===== config.mk =====
export PLATFORM = sky130hd
export DESIGN_NAME = link_scheduler
export DESIGN_NICKNAME = d
export VERILOG_FILES = /design/src/rtl/link_scheduler_pkg.sv /design/src/rtl/link_scheduler_rr_arbiter2.sv /design/src/rtl/link_scheduler.sv
export SDC_FILE = /design/constraint.sdc
export NUM_CORES = 1
export LEC_CHECK = 0
export ABC_CLOCK_PERIOD_IN_PS = 2350
export CORE_MARGIN = 4
export CORE_UTILIZATION = 38
export CTS_BUF_LIST = sky130_fd_sc_hd__clkbuf_8
export DETAILED_ROUTE_END_ITERATION = 10
export GPL_TIMING_DRIVEN = 1
export SLEW_MARGIN = 15
export SYNTH_ARGS = -nofsm -noshare
export SYNTH_HDL_FRONTEND = slang
export SYNTH_SLANG_ARGS = --single-unit
export TNS_END_PERCENT = 10

===== constraint.sdc =====
create_clock -name clk -period 2.35 [get_ports clk]
set_input_delay 0.5875 -clock clk [delete_from_list [all_inputs] [get_ports clk]]
set_output_delay 0.5875 -clock clk [all_outputs]
set_load 0.03 [all_outputs]

===== src/rtl/link_scheduler_pkg.sv =====
// Shared types and constants for the link scheduler and its arbiter.
package link_scheduler_pkg;

  localparam int NIBBLE_W    = 4;
  localparam int DEF_TIMEOUT = 512;
  localparam int DEF_CNT_W   = 8;

  typedef enum logic [1:0] {
    IDLE    = 2'd0,
    LOAD    = 2'd1,
    WAIT_RX = 2'd2,
    RESP    = 2'd3
  } link_state_t;

endpackage


===== src/rtl/link_scheduler_rr_arbiter2.sv =====
// Two-way round-robin arbiter: favours the requester not served last.
module rr_arbiter2 (
  input  logic       clk,
  input  logic       rst_n,
  input  logic [1:0] req,
  input  logic       advance,
  input  logic       servedId,
  output logic [1:0] grant
);

  logic favour;

  always_comb begin
    grant = req;
    if (req == 2'b11) grant = favour ? 2'b10 : 2'b01;
  end

  // Pointer moves only when a frame's response is retired, not at grant time.
  always_ff @(posedge clk or negedge rst_n) begin
    if (!rst_n)       favour <= 1'b0;
    else if (advance) favour <= ~servedId;
  end

endmodule


===== src/rtl/link_scheduler.sv =====
// Single-frame-in-flight scheduler: arbitrates two nibble requesters, launches a
// coded frame, waits for the echo (or times out) and returns a checked response.
module link_scheduler
  import link_scheduler_pkg::*;
#(
  parameter int TIMEOUT = DEF_TIMEOUT,
  parameter int CNT_W   = DEF_CNT_W
) (
  input  logic                clk,
  input  logic                rst_n,
  input  logic                req0_valid,
  input  logic [NIBBLE_W-1:0] req0_data,
  output logic                req0_ready,
  input  logic                req1_valid,
  input  logic [NIBBLE_W-1:0] req1_data,
  output logic                req1_ready,
  output logic [NIBBLE_W-1:0] tx_code,
  output logic                tx_start,
  input  logic                rx_valid,
  input  logic [NIBBLE_W-1:0] rx_code,
  output logic                resp_valid,
  output logic                resp_id,
  output logic [NIBBLE_W-1:0] resp_data,
  output logic                resp_err,
  input  logic                resp_ready,
  output logic [CNT_W-1:0]    err_count,
  output link_state_t         dbgState
);

  localparam int TMR_W = (TIMEOUT > 1) ? $clog2(TIMEOUT) : 1;
  localparam logic [TMR_W-1:0] TMR_LAST = TMR_W'(TIMEOUT - 1);

  link_state_t      state;
  logic [TMR_W-1:0] timer;
  logic [1:0]       grant;
  logic             accept;
  logic             respAccept;

  // Handshakes: a transfer happens on a rising edge where valid and ready are
  // both high; valid must not depend on ready, and the source holds its data
  // until the transfer. Requests are accepted only in IDLE, responses only in RESP.
  assign req0_ready = (state == IDLE) & grant[0];
  assign req1_ready = (state == IDLE) & grant[1];
  assign accept     = (state == IDLE) && (grant != 2'b00);
  assign respAccept = (state == RESP) && resp_ready;
  assign dbgState   = state;

  rr_arbiter2 uArb (
    .clk      (clk),
    .rst_n    (rst_n),
    .req      ({req1_valid, req0_valid}),
    .advance  (respAccept),
    .servedId (resp_id),
    .grant    (grant)
  );

  always_ff @(posedge clk or negedge rst_n) begin
    if (!rst_n) begin
      state      <= IDLE;
      timer      <= '0;
      tx_code    <= '0;
      tx_start   <= 1'b0;
      resp_valid <= 1'b0;
      resp_id    <= 1'b0;
      resp_data  <= '0;
      resp_err   <= 1'b0;
      err_count  <= '0;
    end else begin
      case (state)
        IDLE: begin
          if (accept) begin
            tx_code  <= grant[1] ? req1_data : req0_data;
            resp_id  <= grant[1];
            tx_start <= 1'b1;
            state    <= LOAD;
          end
        end
        LOAD: begin
          tx_start <= 1'b0;
          timer    <= '0;
          state    <= WAIT_RX;
        end
        WAIT_RX: begin
          // A late echo landing on the timeout cycle still counts as received.
          if (rx_valid) begin
            resp_data  <= rx_code;
            resp_err   <= (rx_code != tx_code);
            resp_valid <= 1'b1;
            state      <= RESP;
          end else if (timer == TMR_LAST) begin
            resp_data  <= '0;
            resp_err   <= 1'b1;
            resp_valid <= 1'b1;
            state      <= RESP;
          end else begin
            timer <= timer + TMR_W'(1);
          end
        end
        RESP: begin
          if (resp_ready) begin
            resp_valid <= 1'b0;
            state      <= IDLE;
            if (resp_err && (err_count != {CNT_W{1'b1}}))
              err_count <= err_count + CNT_W'(1);
          end
        end
        default: state <= IDLE;
      endcase
    end
  end

endmodule


# Yosys cells after proc, flatten, opt, wreduce, memory -nomap -nowiden
# Index checks and enable logic that the tools add are counted.
[classes] bitwise=3 n_addsub=2 reduce_logical=16 n_mux=20 eq_ne=12
[ops] op="2-to-1 mux 9 bit" n=2
[ops] op="case mux 9 bit (2 select lines)" n=1
[ops] op="2-to-1 mux 2 bit" n=6
[ops] op="2-to-1 mux 4 bit" n=3
[ops] op="AND reduction 3 bit" n=4
[ops] op="nonzero test 2 bit" n=5
[ops] op="adder 9 x 1 -> 9 bit, second input constant" n=1
[ops] op="equality test 9 bit, second input constant" n=1
[ops] op="adder 8 x 1 -> 8 bit, second input constant" n=1
[ops] op="!= test 2 bit, second input constant" n=4
[ops] op="!= test 8 bit, second input constant" n=1
[ops] op="case mux 2 bit (4 select lines)" n=1
[ops] op="equality test 2 bit, second input constant" n=3
[ops] op="AND reduction 2 bit" n=3
[ops] op="2-to-1 mux 1 bit" n=5
[ops] op="!= test 4 bit" n=1
[ops] op="case mux 1 bit (2 select lines)" n=2
[ops] op="logical AND 1 bit" n=3
[ops] op="!= test 3 bit, second input constant" n=1
[ops] op="bitwise AND 1 bit" n=2
[ops] op="equality test 2 x 1 -> 1 bit, second input constant" n=1
[ops] op="logical NOT 2 bit" n=1
[ops] op="NOT 1 bit" n=1
[totals] out_inout_bits=24 inputBits=18 wordCells=63 register_bits=32

# Longest topological paths before layout
# Gate-level depths: netlist (run 1).
[depth] word_depth=6 ltp_mapped=9 ltp_nobuf=8

# Hierarchy
# Synthesis (run 1) repeated with hierarchy kept, for this count alone.
[hier_totals] cells_unflattened=166 hier_area_um2=1652.8
[by_module_without_submodules] module="link_scheduler" cells_per_inst=160 seq_area_each_um2=775.7 area_each_um2=1600.3 n_inst=1
[by_module_without_submodules] module="rr_arbiter2" cells_per_inst=6 seq_area_each_um2=25.0 area_each_um2=52.6 n_inst=1

# Least setup slack after synthesis (run 1)
# OpenSTA, ideal clock, no wires.
[synth_timing] kind="flip-flop to output port" start="reg state[0] (netlist: dbgState[0])" end="out req0_ready" required_time_ns=1.762 path_buffers=0 arrival_ns=1.633 path_slack_ns=0.130 stages_incl_launch_ff=5 cell_sequence="dfrtp_1 -> inv_1 -> ha_1 -> inv_1 -> a211oi_1"
[synth_between] elab_chain_len=2
[synth_lines] item="start: declaration" line_no="link_scheduler.sv:33" text="link_state_t state;"
[synth_lines] item="start signal: assignment" line_no="link_scheduler.sv:59" text="state <= IDLE;"
[synth_lines] item="start signal: assignment" line_no="link_scheduler.sv:75" text="state <= LOAD;"
[synth_lines] item="start signal: assignment" line_no="link_scheduler.sv:81" text="state <= WAIT_RX;"
[synth_lines] item="logical NOT 2 bit" line_no="link_scheduler.sv:42" text="assign req0_ready = (state == IDLE) & grant[0];"
[synth_lines] item="bitwise AND 1 bit" line_no="link_scheduler.sv:42"
[synth_lines] item="end: declaration" line_no="link_scheduler.sv:13" text="output logic req0_ready,"
# No other way between the ends.

# Worst setup path in the final report (run 1)
[layout_timing] start="in req0_valid" end="out req0_ready"
[layout_between] elab_chain_len=3
[layout_lines] item="start: declaration" line_no="link_scheduler.sv:11" text="input logic req0_valid,"
[layout_lines] item="equality test 2 bit" line_no="link_scheduler_rr_arbiter2.sv:15" text="if (req == 2'b11) grant = favour ? 2'b10 : 2'b01;"
[layout_lines] item="2-to-1 mux 2 bit (*)" line_no="link_scheduler_rr_arbiter2.sv:15"
[layout_lines] item="bitwise AND 1 bit (*)" line_no="link_scheduler.sv:42"
# Every way passes the cells marked *; elsewhere a longest branch is shown, timed or not.

==> results.yml, run 1 <==
outcome:
  status: "finished, final reports clean"
final_layout:
  drive_gt1_share_pct: 9.48
  area_growth_pct: 34.5
  num-fill-cells: 364
  layout_commonest_cell: "clkdlybuf4s50_1"
  diodes: 0
  final_area_mm2: 0.00218
  final_cell_mix: "clkdlybuf4s50_1 (39), dfrtp_1 (32), nand2_1 (23)"
  fin_nets: 236
  fin_util_pct: 53.7
timing:
  relSlewSlack_pct: 66.4
  rsz0062_at_grt: "false"
  worst_pin_slew_ns: 0.501
  finalHoldViolCount: 0
  slew_viol_final: 0
  tns_ns: 0
  setup_viol: 0
  finalClockSkew_ns: 0.00806
  whs_ns: 0.491
  fmax_mhz: 454
  min_period_ns: 2.20
  finalCritPeriodShare_pct: 93.8
drt:
  drt-total-wl_um: 3640
  drt_iter0_markers: 48
  vias_per_cell: 5.19
  ant_nets: 0
  first_pass_iters: 4
  num_vias: 1354
  drc: 0
  post_drt_wl_per_cell_um: 13.9
clocking:
  insertion_delay_ns: 0.27
  cts.htree.levels: 2
  cts_tree: "yes"
  root_buffer: "clkbuf_8"
  cts_buffer_depth: 2
  cts.sink_count: 32
  cts_made_buffers: 5
  postCtsSetupBuffers: 0
  clk_pin_slew_ns: 0.07
critical_path:
  slowest_delay_ns: 0.53
  slowest_stage: "clkdlybuf4s50_1"
  crit_fanout: 5
  worstPathCellList: "clkdlybuf4s50_1 > inv_1 > a211oi_1 > buf_4"
  critical-path-top-delay-family: "buffers and inverters"
  setup.worst_path.end_class: "output pin"
  crit_arrival_ns: 1.62
  start_kind: "primary input"
  required_ns: 1.76
  path_class: "primary input to output pin"
  cp.buffers_inverters: 3
  rrSetupSlack_ns: 0.26
floorplan:
  die_area_mm2: 0.00538
  die_x_um: 73.3
  ioPinCount: 42
  die_y_um: 73.3
  start_util_pct: 40.0
  fp-row-count: 23
  core_region_area_mm2: 0.00406
synthesis:
  synth_compound_area_share_pct: 14.0
  yosysUniqueCellTypes: 36
  yosys.area_share.simple_pct: 17.7
  yosys-top-cells-area: "dfrtp_1 (49%), ha_1 (5.4%), nand2_1 (5.3%)"
  yosysTopAreaCellShare_pct: 49.4
  syn_area_mm2: 0.00162
  synthCells: 161
  yosys-mux-area-fraction_pct: 5.79
  avgSynthCellArea_um2: 10.1
  yosys.area_share.adder_pct: 5.40
  synth_top_family_by_area: "simple AND/OR/NAND/NOR gates"
  synthesis.nets: 186
  yosysTopAreaCell: "dfrtp_1"
  yosys_warnings: 0
  yosys_register_bits: 32
  synthXorXnorAreaFrac_pct: 4.32
  seq_area_frac_synth_pct: 49.4
placement:
  port_buffers: 41
  dpl-instance-area_mm2: 0.00210
  gp_congestion: 0.857
  hpwl_um: 2780
pwr:
  p_leak_uw: 0.000984
  worst_ir_drop_vdd_mv: 0.654
  p_per_area_mw_per_mm2: 1140
  p_clk_share_pct: 15.4
  pwr-share-comb_pct: 48.7
  p_sw_uw: 1050
  seq_power_share_pct: 35.9
  intPower_uw: 1430
  switching_share_pct: 42.3
global_routing:
  grt_start_max_net_pins: 33
  antenna_found_initial: 0
  grtUsageTotal_pct: 14.4
  grt_overflow: 0
  grt_pass1_vias: 1341
  grt_pass1_wl_um: 5940
job:
  max-cap-violations: 0
hold_path:
  holdCritPathClass: "flip-flop to flip-flop"
[layer usage]
| layer | wire length, µm | up-vias | GRT usage (%) |
|---|---|---|---|
| li1 | - | 666 | - |
| met1 | 1610 | 648 | 17.5 |
| met2 | 1780 | 36 | 24.3 |
| met3 | 210 | 4 | 3.97 |
| met4 | 39 | 0 | 5.43 |
| met5 | 0 | - | 0 |
[Yosys cell counts]
cell type	count
o21ai_2	1
xnor2_1	4
a32o_1	4
buf_4	1
xor2_1	4
nor2b_1	2
a21o_1	1
nor2_1	13
or3b_1	1
and3_1	2
nor3_1	2
nor3_4	1
o31ai_1	1
or3_1	1
nor3b_1	1
mux2_2	3
a41oi_1	1
o311ai_0	1
o21ai_1	3
inv_1	7
ha_1	7
buf_6	2
mux2i_1	6
a211oi_1	1
nand2_1	23
a21oi_1	5
dfrtp_1	32
nand4_1	1
o21ai_0	15
nand3_1	8
nor3b_2	1
a31oi_1	1
nand2b_1	2
a221oi_1	1
nor4_1	1
o211ai_1	1
[state kept, by name, indices dropped and copies added (netlist names)]
name	flops
dbgState	2
err_count	8
resp_data	4
resp_err	1
resp_id	1
resp_valid	1
timer	9
tx_code	4
tx_start	1
uArb.favour	1
[cell type report]
type	count	area (µm²)	area share, %
Clock buffer	5	68.8	3.16
Clock inverter	2	8.76	0.402
Inverter	7	26.3	1.20
Multi-Input combinational cell	119	771	35.3
Sequential cell	32	801	36.7
Tap cell	50	62.6	2.87
Timing Repair Buffer	46	443	20.3
[cells by family (layout without fill, tap and decap cells)]
kind of cell,count (synthesis),in the layout
xor+xnor,8,8
compound gates,36,36
fa+ha+maj,7,7
simple gates,59,59
mux,9,9
buf+inv,10,60
flops,32,32
[through the flow]
stage          cells  setup slack (ns)  power [µW]
6_report         261             0.147        2480
5_1_grt          261            0.0877        2660
2_1_floorplan    161             0.130        1610
3_3_place_gp     254             0.168        2080
4_1_cts          261             0.142        2510
3_5_place_dp     254             0.157        2110
[worst paths after layout]
check,from,to,cells after the start
max,req0_valid,req0_ready,4
min,resp_data[3],resp_data[3],1
max reg2reg,timer[0],timer[6],8
min reg2reg,resp_data[3],resp_data[3],1
max in group asynchronous,rst_n,resp_data[0],2
min in group asynchronous,rst_n,err_count[0],2
[power by group through the flow]
| stage | Clock, µW | Sequential [µW] | Combinational, µW |
|---|---|---|---|
| detailed placement | 0 | 899 | 1220 |
| CTS | 398 | 893 | 1220 |
| global route | 424 | 914 | 1320 |
| finish | 382 | 891 | 1210 |
| global placement | 0 | 891 | 1190 |
| floorplan | 0 | 1150 | 464 |
[what timing repair did]
action | in CTS | in global routing
endpoints found under the setup margin | 0 | 1
resized for setup | 0 | 1
hold buffers | 0 | 0
(Power assumes the default switching activity.)
==> run 2: changes to the inputs <==
- CTS_BUF_LIST: sky130_fd_sc_hd__clkbuf_8 -> unset
==> run 2 against run 1 <==
Core utilization did not move. Largest cell class unchanged. Clock-buffer cell count rose by 1. Sequential power barely moved. Global-route usage did not move. Critical endpoint unchanged. Via count did not move.
==> results.yml, run 2 (synthesis results as in run 1) <==
outcome:
  status: "finished, final reports clean"
placement:
  pre_cts_ws_ns: 0.157
  gp_congestion: 0.857
  port_buffers: 41
  hpwl_um: 2780
floorplan:
  die_area_mm2: 0.00538
  fp-row-count: 23
  ioPinCount: 42
  die_x_um: 73.3
  core_region_area_mm2: 0.00406
  die_y_um: 73.3
  start_util_pct: 40.0
timing:
  finalClockSkew_ns: 0.00806
  finalHoldViolCount: 0
  fin_ws_ns: 0.147
  worst_pin_slew_ns: 0.501
  rsz0062_at_grt: "false"
  relSlewSlack_pct: 66.4
  slew_viol_final: 0
  fmax_mhz: 454
  finalCritPeriodShare_pct: 93.8
  min_period_ns: 2.20
  tns_ns: 0
  setup_viol: 0
pwr:
  p_leak_uw: 0.000980
  switching_share_pct: 42.2
  p_sw_uw: 1050
  p_clk_share_pct: 15.5
  intPower_uw: 1440
  worst_ir_drop_vdd_mv: 0.654
  p_per_area_mw_per_mm2: 1140
  pwr-share-comb_pct: 48.7
  seq_power_share_pct: 35.8
global_routing:
  grt_pass1_wl_um: 5940
  antenna_found_initial: 0
  grt_pass1_vias: 1341
  grt_start_max_net_pins: 33
  grt_overflow: 0
  grtUsageTotal_pct: 14.4
final_layout:
  layout_commonest_cell: "clkdlybuf4s50_1"
  fin_nets: 236
  diodes: 0
  drive_gt1_share_pct: 9.48
  largest_register: "timer"
  area_growth_pct: 34.5
  top_regs: "timer x9, err_count x8"
  num-fill-cells: 364
  seqCellArea_um2: 801
  multi_input_area_um2: 771
  final_cell_mix: "clkdlybuf4s50_1 (39), dfrtp_1 (32), nand2_1 (23)"
  fin_util_pct: 53.7
  largest_register_ffs: 9
critical_path:
  slowest_delay_ns: 0.53
  rrSetupSlack_ns: 0.26
  cp.buffers_inverters: 3
  crit_fanout: 5
  crit_arrival_ns: 1.62
  setup.worst_path.end_class: "output pin"
  worstPathCellList: "clkdlybuf4s50_1 > inv_1 > a211oi_1 > buf_4"
  start_kind: "primary input"
  critical-path-top-delay-family: "buffers and inverters"
  path_class: "primary input to output pin"
  slowest_stage: "clkdlybuf4s50_1"
  required_ns: 1.76
drt:
  drt_iter0_markers: 45
  drt-total-wl_um: 3640
  post_drt_wl_per_cell_um: 13.9
  ant_nets: 0
  drc: 0
  num_vias: 1354
  first_pass_iters: 4
  vias_per_cell: 5.19
clocking:
  cts.htree.levels: 2
  insertion_delay_ns: 0.27
  root_buffer: "clkbuf_8"
  cts_tree: "yes"
  cts.sink_count: 32
  cts_buffer_depth: 2
  clk_pin_slew_ns: 0.06
  cts_made_buffers: 5
job:
  max-cap-violations: 0
hold_path:
  holdCritPathClass: "flip-flop to flip-flop"
[run 2: cell count changes in the layout (fill, tap and decap cells not counted)]
cell	delta
inv_1	-1
clkbuf_1	+1
[run 2: cell type report]
class,instances,share of cell area (%)
sequential,32,36.7
multi-input combinational,119,35.3
timing repair buffer,46,20.3
clock buffer,6,3.33
tap,50,2.87
inverter,7,1.20
clock inverter,1,0.229
[run 2: metrics by stage]
stage	hold WS, ns	std cells	total power, µW	instance area, µm²
final	0.491	261	2490	2180
after global routing	0.508	261	2660	2180
after CTS	0.497	261	2510	2170
after detailed placement	0.482	254	2110	2100
after global placement	0.473	254	2080	2100
after floorplan	0.292	161	1610	1620
[run 2: final timing paths]
check,startpoint,end,cells after the start
max,req0_valid,req0_ready,4
min,resp_data[3],resp_data[3],1
max reg2reg,timer[0],timer[6],8
min reg2reg,resp_data[3],resp_data[3],1
max in group asynchronous,rst_n,resp_data[0],2
min in group asynchronous,rst_n,err_count[0],2
[run 2: routing by layer]
| metal | global-route usage (%) | vias to the layer above | routed length [µm] |
|---|---|---|---|
| met1 | 17.5 | 648 | 1610 |
| met2 | 24.3 | 36 | 1780 |
| li1 | - | 666 | - |
| met5 | 0 | - | 0 |
| met3 | 3.97 | 4 | 210 |
| met4 | 5.43 | 0 | 39 |
[run 2: power groups by stage]
| stage | registers [µW] | logic [µW] | clock network, µW |
|---|---|---|---|
| 6_report | 891 | 1210 | 386 |
| 5_1_grt | 914 | 1320 | 427 |
| 4_1_cts | 893 | 1220 | 403 |
| 3_5_place_dp | 899 | 1220 | 0 |
| 3_3_place_gp | 891 | 1190 | 0 |
| 2_1_floorplan | 1150 | 464 | 0 |
[run 2: timing repair]
item / in CTS / in global routing
resized for setup: 0 / 1
buffers inserted: 0 / 0
hold buffers: 0 / 0
endpoints found under the setup margin: 0 / 1
[run 2: worst register-to-register path, stage by stage (launching register included)]
cell and delay (ns):
dfrtp_1 0.41, ha_1 0.24, nand3_1 0.15, nor3_1 0.08
ha_1 0.22, or3b_1 0.50, nor3_4 0.18, xnor2_1 0.13
nor2_1 0.06
==> run 3: changes to the inputs <==
- HOLD_SLACK_MARGIN: unset -> 0.1
==> results of run 3 <==
Same layout as run 2: the final DEF is identical, and so are final timing and power.
